<file path="config.mk">
export PLATFORM = sky130hd
export DESIGN_NAME = mux16_scan_ctrl_flat
export DESIGN_NICKNAME = d
export VERILOG_FILES = /design/src/rtl/mux16_scan_ctrl_pkg.sv /design/src/rtl/mux16_scan_ctrl_if.sv /design/src/rtl/mux16_scan_ctrl_dwell_timer.sv /design/src/rtl/mux16_scan_ctrl.sv /design/src/flat_wrapper.sv
export SDC_FILE = /design/constraint.sdc
export NUM_CORES = 1
export LEC_CHECK = 0
export BUFFER_PORTS_ARGS = -buffer_cell sky130_fd_sc_hd__buf_2
export CORE_ASPECT_RATIO = 2
export CORE_UTILIZATION = 33
export DETAILED_ROUTE_END_ITERATION = 16
export PLACE_DENSITY = 0.49
export SLEW_MARGIN = 20
export SYNTH_ARGS = -nofsm -noshare
export SYNTH_HDL_FRONTEND = slang
export SYNTH_SLANG_ARGS = --single-unit
</file>
<file path="constraint.sdc">
create_clock -name clk -period 2.5 [get_ports clk]
set_clock_uncertainty 0.2 [all_clocks]
set_input_delay 0.125 -clock clk [delete_from_list [all_inputs] [get_ports clk]]
set_output_delay 0.125 -clock clk [all_outputs]
set_load 0.01 [all_outputs]
</file>
<file path="src/rtl/mux16_scan_ctrl_pkg.sv">
// Shared types and constants for the 16:1 mux scan controller.
package mux_scan_pkg;
    typedef enum logic [1:0] {
        IDLE   = 2'd0,
        SEEK   = 2'd1,
        SETTLE = 2'd2,
        HOLD   = 2'd3
    } scan_state_t;

    localparam int              NCH     = 16;
    localparam int              SEL_W   = 4;
    localparam logic [SEL_W-1:0] LAST_CH = 4'd15;
endpackage

</file>
<file path="src/rtl/mux16_scan_ctrl_if.sv">
// Handshake/bus bundle between the scan controller, the external mux and the downstream stage.
// Under MUX_SCAN_CONT_EN the bundle also carries the cont request.
interface mux16_scan_ctrl_if
    import mux_scan_pkg::*;
#(
    parameter int WIDTH = 8
);
`ifdef MUX_SCAN_CONT_EN
    logic             cont;
`endif
    logic             start;
    logic [NCH-1:0]   mask;
    logic [WIDTH-1:0] mux_o;
    logic [SEL_W-1:0] select;
    logic [WIDTH-1:0] data_out;
    logic [SEL_W-1:0] chan_out;
    logic             valid;
    logic             ready;
    logic             busy;
    logic             done;

    modport master (
`ifdef MUX_SCAN_CONT_EN
        output cont,
`endif
        output start, mask, mux_o, ready,
        input  select, data_out, chan_out, valid, busy, done
    );

    modport slave (
`ifdef MUX_SCAN_CONT_EN
        input  cont,
`endif
        input  start, mask, mux_o, ready,
        output select, data_out, chan_out, valid, busy, done
    );
endinterface

</file>
<file path="src/rtl/mux16_scan_ctrl_dwell_timer.sv">
// 8-bit load/decrement settle counter with a zero flag.
module dwell_timer (
    input  logic       clk,
    input  logic       rst,
    input  logic       load_i,
    input  logic [7:0] val_i,
    input  logic       dec_i,
    output logic       zero_o
);
    logic [7:0] cnt_q, cnt_d;

    always_comb begin
        cnt_d = cnt_q;
        if (load_i)
            cnt_d = val_i;
        else if (dec_i && (cnt_q != 8'd0))
            cnt_d = cnt_q - 8'd1;
    end

    always_ff @(posedge clk) begin
        if (rst)
            cnt_q <= 8'd0;
        else
            cnt_q <= cnt_d;
    end

    assign zero_o = (cnt_q == 8'd0);
endmodule

</file>
<file path="src/rtl/mux16_scan_ctrl.sv">
// Sequencer for an external 16:1 mux: walks enabled channels, dwells, captures, hands off on valid/ready.
// Define MUX_SCAN_CONT_EN to add the cont input for back-to-back continuous passes.
module mux16_scan_ctrl
    import mux_scan_pkg::*;
#(
    parameter int WIDTH = 8,
    parameter int DWELL = 4
) (
    input logic              clk,
    input logic              rst,
    mux16_scan_ctrl_if.slave bus
);
    localparam logic [7:0] DWELL_LD = 8'(DWELL - 1);

    scan_state_t      state_q, state_d;
    logic [SEL_W-1:0] sel_q, sel_d;
    logic [SEL_W-1:0] chan_q, chan_d;
    logic [NCH-1:0]   mask_q, mask_d;
    logic [WIDTH-1:0] data_q, data_d;
    logic             valid_q, valid_d;
    logic             done_q, done_d;
    logic             tmr_load, tmr_dec, tmr_zero;
    logic             end_pass;

    dwell_timer u_timer (
        .clk    (clk),
        .rst    (rst),
        .load_i (tmr_load),
        .val_i  (DWELL_LD),
        .dec_i  (tmr_dec),
        .zero_o (tmr_zero)
    );

    always_ff @(posedge clk) begin
        if (rst) begin
            state_q <= IDLE;
            sel_q   <= '0;
            chan_q  <= '0;
            mask_q  <= '0;
            data_q  <= '0;
            valid_q <= 1'b0;
            done_q  <= 1'b0;
        end else begin
            state_q <= state_d;
            sel_q   <= sel_d;
            chan_q  <= chan_d;
            mask_q  <= mask_d;
            data_q  <= data_d;
            valid_q <= valid_d;
            done_q  <= done_d;
        end
    end

    always_comb begin
        state_d  = state_q;
        sel_d    = sel_q;
        chan_d   = chan_q;
        mask_d   = mask_q;
        data_d   = data_q;
        valid_d  = valid_q;
        done_d   = 1'b0;
        tmr_load = 1'b0;
        tmr_dec  = 1'b0;
        end_pass = 1'b0;

        case (state_q)
            IDLE: begin
                if (bus.start) begin
                    mask_d  = bus.mask;
                    sel_d   = '0;
                    state_d = SEEK;
                end
            end
            SEEK: begin
                if (mask_q[sel_q]) begin
                    tmr_load = 1'b1;
                    state_d  = SETTLE;
                end else if (sel_q == LAST_CH) begin
                    end_pass = 1'b1;
                end else begin
                    sel_d = sel_q + SEL_W'(1);
                end
            end
            SETTLE: begin
                if (tmr_zero) begin
                    data_d  = bus.mux_o;
                    chan_d  = sel_q;
                    valid_d = 1'b1;
                    state_d = HOLD;
                end else begin
                    tmr_dec = 1'b1;
                end
            end
            HOLD: begin
                // valid is always set while in HOLD, so ready alone completes the transfer
                if (bus.ready) begin
                    valid_d = 1'b0;
                    if (sel_q == LAST_CH) begin
                        end_pass = 1'b1;
                    end else begin
                        sel_d   = sel_q + SEL_W'(1);
                        state_d = SEEK;
                    end
                end
            end
            default: state_d = IDLE;
        endcase

        if (end_pass) begin
            done_d  = 1'b1;
            state_d = IDLE;
`ifdef MUX_SCAN_CONT_EN
            if (bus.cont) begin
                sel_d   = '0;
                mask_d  = bus.mask;
                state_d = SEEK;
            end
`endif
        end
    end

    assign bus.select   = sel_q;
    assign bus.data_out = data_q;
    assign bus.chan_out = chan_q;
    assign bus.valid    = valid_q;
    assign bus.busy     = (state_q != IDLE);
    assign bus.done     = done_q;
endmodule

</file>
<file path="src/flat_wrapper.sv">
// flat-port wrapper written by rule: the top's interface ports become plain ports
module mux16_scan_ctrl_flat import mux_scan_pkg::*;
#(
    parameter int WIDTH = 8,
    parameter int DWELL = 4
)
  (clk, rst, bus_start, bus_mask, bus_mux_o, bus_ready, bus_select, bus_data_out, bus_chan_out, bus_valid, bus_busy, bus_done);
  mux16_scan_ctrl_if #(.WIDTH(WIDTH)) bus_i ();
  input logic clk;
  input logic rst;
  input wire logic [$bits(bus_i.start)-1:0] bus_start;
  input wire logic [$bits(bus_i.mask)-1:0] bus_mask;
  input wire logic [$bits(bus_i.mux_o)-1:0] bus_mux_o;
  input wire logic [$bits(bus_i.ready)-1:0] bus_ready;
  output wire logic [$bits(bus_i.select)-1:0] bus_select;
  output wire logic [$bits(bus_i.data_out)-1:0] bus_data_out;
  output wire logic [$bits(bus_i.chan_out)-1:0] bus_chan_out;
  output wire logic [$bits(bus_i.valid)-1:0] bus_valid;
  output wire logic [$bits(bus_i.busy)-1:0] bus_busy;
  output wire logic [$bits(bus_i.done)-1:0] bus_done;
  assign bus_i.start = bus_start;
  assign bus_i.mask = bus_mask;
  assign bus_i.mux_o = bus_mux_o;
  assign bus_i.ready = bus_ready;
  assign bus_select = bus_i.select;
  assign bus_data_out = bus_i.data_out;
  assign bus_chan_out = bus_i.chan_out;
  assign bus_valid = bus_i.valid;
  assign bus_busy = bus_i.busy;
  assign bus_done = bus_i.done;
  mux16_scan_ctrl #(.WIDTH(WIDTH), .DWELL(DWELL)) u_core (.clk(clk), .rst(rst), .bus(bus_i));
endmodule
</file>
After elaboration in Yosys (flattened, before gate mapping)
Index checks and enable logic that the tools add are counted.
Widths: inputs -> output; s select.
{"block": "totals", "regBits": 44, "latchBits": 0, "ram_bits": 0, "mem_bits_ro": 0, "out_inout_bits": 19, "word_cells": 64, "n_memories": 0}
{"block": "op_classes", "add_sub_neg": 2, "multipliers": 0, "div": 0, "n_lt_le_gt_ge": 1, "eq_ne": 10, "shift": 0, "mux": 27, "bitwise_logic": 0, "n_reduce_logical": 15}
{"operator": "$mux 4", "count": 4}
{"operator": "$mux 2", "count": 7}
{"operator": "$pmux 4 s3", "count": 1}
{"operator": "$mux 1", "count": 11}
{"operator": "$logic_not 8->1", "count": 1}
{"operator": "$ne 2x2->1 const B", "count": 4}
{"operator": "$pmux 2 s4", "count": 1}
{"operator": "$reduce_bool 8->1", "count": 1}
{"operator": "$sub 8x1->8 const B", "count": 1}
{"operator": "$reduce_bool 2->1", "count": 3}
{"operator": "$lt 4x5->1 const B", "count": 1}
{"operator": "$reduce_and 5->1", "count": 1}
{"operator": "$add 4x1->4 const B", "count": 1}
{"operator": "$bmux 1 s4", "count": 1}
{"operator": "$eq 2x2->1 const B", "count": 2}
{"operator": "$eq 4x4->1 const B", "count": 1}
{"operator": "$ne 2x1->1 const B", "count": 2}
{"operator": "$pmux 1 s2", "count": 2}
{"operator": "$reduce_and 2->1", "count": 2}
{"operator": "$reduce_and 4->1", "count": 1}
{"operator": "$reduce_or 2->1", "count": 2}
{"operator": "$reduce_and 3->1", "count": 1}
{"operator": "$reduce_bool 3->1", "count": 1}
{"operator": "$eq 2x1->1 const B", "count": 1}
{"operator": "2 further kinds", "count": 2}

Depth between registers and ports, before layout
{"block": "depth", "depth_word": 6, "ltp_mapped": 7}

Hierarchy
Synthesis repeated with hierarchy kept, for this count alone.
{"block": "unflattened", "hier_cells": 274, "area_unflattened_um2": 2249.7}
{"module": "mux16_scan_ctrl", "instances": 1, "cells_per_inst": 215, "area_each_um2": 1734.2, "seq_area_each_um2": 720.7}
{"module": "dwell_timer", "instances": 1, "cells_per_inst": 59, "area_each_um2": 515.5, "seq_area_each_um2": 160.2}

Worst setup path after synthesis
OpenSTA, ideal clock, no wires.
{"block": "synth_path", "path_kind": "register to register", "startpoint": "register u_core.sel_q[2] (netlist: u_core.bus.select[2])", "endpoint": "register u_core.sel_q[0] (netlist: u_core.bus.select[0])", "setup_ps": 72, "arrival_ps": 1678, "t_required_ps": 2228, "path_slack_ps": 551, "path_stages_with_launch": 7, "path_cell_list": "dfxtp_1 buf_6 mux2i_1 mux4_2 o32a_1 nand3_1 mux2i_1"}
{"block": "synth_via", "elab_chain_cells": 4, "elab_cells_between_ends": 9, "cone_classes": "eq/ne (2); mux (6); reduce/logical (1)"}
{"item": "start: declaration", "line_no": "mux16_scan_ctrl.sv:16", "text": "logic [SEL_W-1:0] sel_q, sel_d;"}
{"item": "start signal: assignment", "line_no": "mux16_scan_ctrl.sv:45", "text": "sel_q <= sel_d;"}
{"item": "$bmux 1 s4 or $eq 4x4->1 (tied branches)", "line_no": "mux16_scan_ctrl.sv:75, mux16_scan_ctrl.sv:78, mux16_scan_ctrl.sv:98"}
{"item": "$mux 1 (not written as such) or $mux 4 (tied branches)"}
{"item": "$ne 2x2->1 (no source line) (tied with other cells)"}
{"item": "$reduce_and 4->1 (no source line) or $pmux 4 s3 (tied branches)"}
Several ways; a longest one is shown, not always the timed one. The select of a mux whose other input is x is not followed.
A chain may end at the register's enable or synchronous reset.

Final worst setup path
{"block": "layout_path", "startpoint": "register u_core.sel_q[2] (netlist: u_core.bus.select[2])", "endpoint": "register u_core.state_q[1]"}
{"block": "layout_via", "elab_chain_cells": 5, "elab_cells_between_ends": 11, "cone_classes": "eq/ne (3); mux (6); reduce/logical (2)"}
{"item": "$bmux 1 s4 or $eq 4x4->1 (tied branches)", "line_no": "mux16_scan_ctrl.sv:75, mux16_scan_ctrl.sv:78, mux16_scan_ctrl.sv:98"}
{"item": "$mux 1, on equally long branches", "line_no": "mux16_scan_ctrl.sv:75, mux16_scan_ctrl.sv:78, mux16_scan_ctrl.sv:98"}
{"item": "$mux 1, on equally long branches", "line_no": "mux16_scan_ctrl.sv:75, mux16_scan_ctrl.sv:96"}
{"item": "$pmux 1 s2", "line_no": "mux16_scan_ctrl.sv:66", "text": "case (state_q)"}
{"item": "$reduce_or 2->1 (no source line)"}
{"item": "end signal: assignment", "line_no": "mux16_scan_ctrl.sv:44", "text": "state_q <= state_d;"}
{"item": "end: declaration", "line_no": "mux16_scan_ctrl.sv:15", "text": "scan_state_t state_q, state_d;"}
Several ways; a longest one is shown, not always the timed one. The select of a mux whose other input is x is not followed.

==> summary.md <==
| Metric | Value |
|---|---|
| Outcome | completed |
| Clock sink total | 44 |
| FF/Latch Area | 880.8 um2 |
| Fin util | 0.4636 |
| Core box area | 6056 um2 |
| Multi-input logic area | 1120 um2 |
| Ys Warns | 0 |
| Largest cells by area after synthesis | dfxtp_1 42%, mux2i_1 8.2%, nand2_1 7.0% |
| Most numerous cell in the Yosys netlist | dfxtp_1 |
| Xor/xnor cell area share of the yosys netlist | 0.02526 |
| Via density | 4.731 |
| Largest family of logic cells by synthesized area | simple AND/OR/NAND/NOR gates |
| Sum Neg Setup Slack | 0 ns |
| Max Fclk | 0.4339 GHz |
| Synth cell types | 44 |
| Highest metal used | met4 |
| Fin worst setup slack | 0.1956 ns |
| Clk pin slew, worst setup/hold paths | 0.06 ns |
| Die area | 6646 um2 |
| Netlist Area Pre-Place | 2081 um2 |
| Post-synth top cells | 44 x dfxtp_1, 39 x nand2_1, 23 x nor2_1, 21 x a21oi_1, 17 x mux2i_1 |
| Time the worst path needs with I/O delays and setup | 2.304 ns |
| Metal3 WL | 150 um |
| Overflow after GRT | 0 |
| Prevailing post-synth register cell | dfxtp_1 |
| Vias in the first global route | 1,783 |
| Post-CTS setup buffers | 0 |
| Drt first-iter violations | 72 |
| Largest net degree at the start of global routing | 44 |
| Final setup fails | 0 |
| Final period util | 0.9218 |
| Post-Synthesis Cells | 233 |
| Max FO, Critical Path | 12 |
| Hold Path Class | input port to flip-flop |
| RSZ-0062 raised after global routing | false |
| H-Tree Depth | 2 |
| Final Instance Count excl. Fillers | 386 |
| Placed cell area | 2380 um2 |
| DR WL met2 | 2.773 mm |
| Total global-route track usage | 0.1633 |
| Drt wl/cell | 12.80 um |
| TritonCTS clock tree | built |
| Post-Syn Nets | 269 |
| Worst skew pair latency | 0.28 ns |
| Nets | 337 |
| Synth-to-Final Area Change | 34.94% |
| Final Total Pwr | 2.634 mW |
| IR drop worst, VDD | 0.0005075 V |
| ANT cells | 0 |
| DR vias | 1,826 |
| Site Rows | 40 |
| Global-route wire length before repair | 8.211 mm |
| Root buf cell | clkbuf_16 |
| Placed Instances | 354 |
| Final Wtd Congestion | 0.7519 |
| Total Wirelength | 4.940 mm |
| Synth Area in Adders | 0.04811 |
| Fraction of layout cells with a size suffix above 1 | 0.2219 |
| Die height | 114.3 um |
| Seq/Total Area, Yosys | 0.4233 |
| # DRC | 0 |
| Setup CP Type | flip-flop to flip-flop |
| Clock Path Buffers | 2 |
| Initial antenna violation count | 0 |
| Post-synthesis register bit count | 44 |
| Fin. max-slew vios | 0 |
| Synth Area in Simple Gates | 0.2213 |
| WP data required | 2.43 ns |
| Syn avg cell area | 8.930 um2 |
| Mux contribution to synthesized area | 0.1088 |
| Startpoint type of the worst setup path | flip-flop |
| Port bufs | 46 |
| Post-synthesis async set-or-reset flop share | 0 |
| Complex-gate fraction of the synthesized area | 0.1323 |
| Slew at the pin closest to its max-slew limit | 0.7682 ns |
| Crit path arrival time | 2.23 ns |
| Max cap viols | 0 |
| Yosys top cell area share | 0.4233 |
| Initial core utilization | 0.3436 |
| First-pass DRT Iterations | 4 |
| Power Density | 938.2 nW/um2 |
| Post-route cell area | 2808 um2 |
| FILL cells | 621 |
| Leading area contributor after synthesis | dfxtp_1 |
| ANT nets after route | 0 |
| Hold WS | 0.1261 ns |
| Setup crit end kind | flip-flop |
| Max_slew headroom | 0.4879 |
| Worst slack, placed | 0.05883 ns |
| Die width | 58.15 um |
| IO Pins | 47 |
| Met1 WL | 1.885 mm |
| Leak pwr | 1.188 nW |
| Dpl hpwl | 3.569 mm |
| CTS buffer count | 5 |
| Final Hold Viols | 0 |
| EDFF count, synth | 0 |
==> critical path, cell delays in order, from the launching register on <==
cell and delay (ns):
dfxtp_1 0.65, mux2_2 0.40, o22ai_1 0.22, o21bai_1 0.20
a31oi_1 0.39, a211oi_1 0.09
==> timing repair <==
action / in CTS / in global routing
endpoints found under the hold margin: 24 / 0
gates resized for setup: 0 / 1
setup endpoints to repair: 0 / 3
hold buffers: 24 / 0
==> power breakdown <==
group	switching (mW)	internal, mW	total [mW]	leakage [nW]
logic	0.507	0.412	0.919	0.740
registers	0.0968	0.832	0.928	0.358
clock network	0.261	0.526	0.787	0.0901
total	0.865	1.77	2.63	1.19
==> metal layers <==
layer / vias to the layer above / GRT usage
li1: 937 / -
met1: 837 / 0.1564
met2: 43 / 0.3103
met3: 9 / 0.03729
met4: 0 / 0.08254
met5: - / 0
==> state kept, by name (all words and copies together) (netlist names) <==
signal	cells
u_core.state_q	2
u_core.bus.done	1
u_core.bus.chan_out	4
u_core.bus.valid	1
u_core.u_timer.cnt_q	8
u_core.bus.select	4
u_core.bus.data_out	8
u_core.mask_q	16
==> worst paths after layout <==
path / depth (start not counted) / startpoint / slack, ns / end
worst max-delay path: 5 / u_core.bus.select[2] / 0.20 / u_core.state_q[1]
worst min-delay path: 5 / bus_ready / 0.13 / u_core.bus.valid
worst max register to register: 5 / u_core.bus.select[2] / 0.20 / u_core.state_q[1]
worst min register to register: 2 / u_core.mask_q[9] / 0.25 / u_core.mask_q[9]
==> logic make-up after synthesis <==
group	count (synthesis)
AND/OR/NAND/NOR	94
flip-flops	44
AO/OA/AOI/OAI	40
multiplexers	21
buffers and inverters	20
adder cells (fa/ha/maj)	8
XOR/XNOR	6
==> cell type report <==
type                    instances  share of cell area
inverters                       9             0.01203
flip-flops and latches         44              0.3137
well taps                      84             0.03743
repair buffers                 72              0.1729
clock buffers                   7             0.05437
clock inverters                 1             0.01070
multi-input cells             169              0.3988
==> cells in the final DEF, fill, tap and decap left out, types with 5 or more instances in the layout <==
| master | Yosys | layout |
|---|---|---|
| a21oi_1 | 21 | 21 |
| nand2b_1 | 7 | 7 |
| nand2_1 | 39 | 39 |
| clkbuf_16 | 0 | 5 |
| dfxtp_1 | 44 | 44 |
| ha_1 | 8 | 8 |
| dlygate4sd3_1 | 0 | 24 |
| mux2i_1 | 17 | 17 |
| nor2_1 | 23 | 23 |
| inv_1 | 9 | 9 |
| buf_2 | 1 | 46 |
Power figures use the tool's default switching activity.
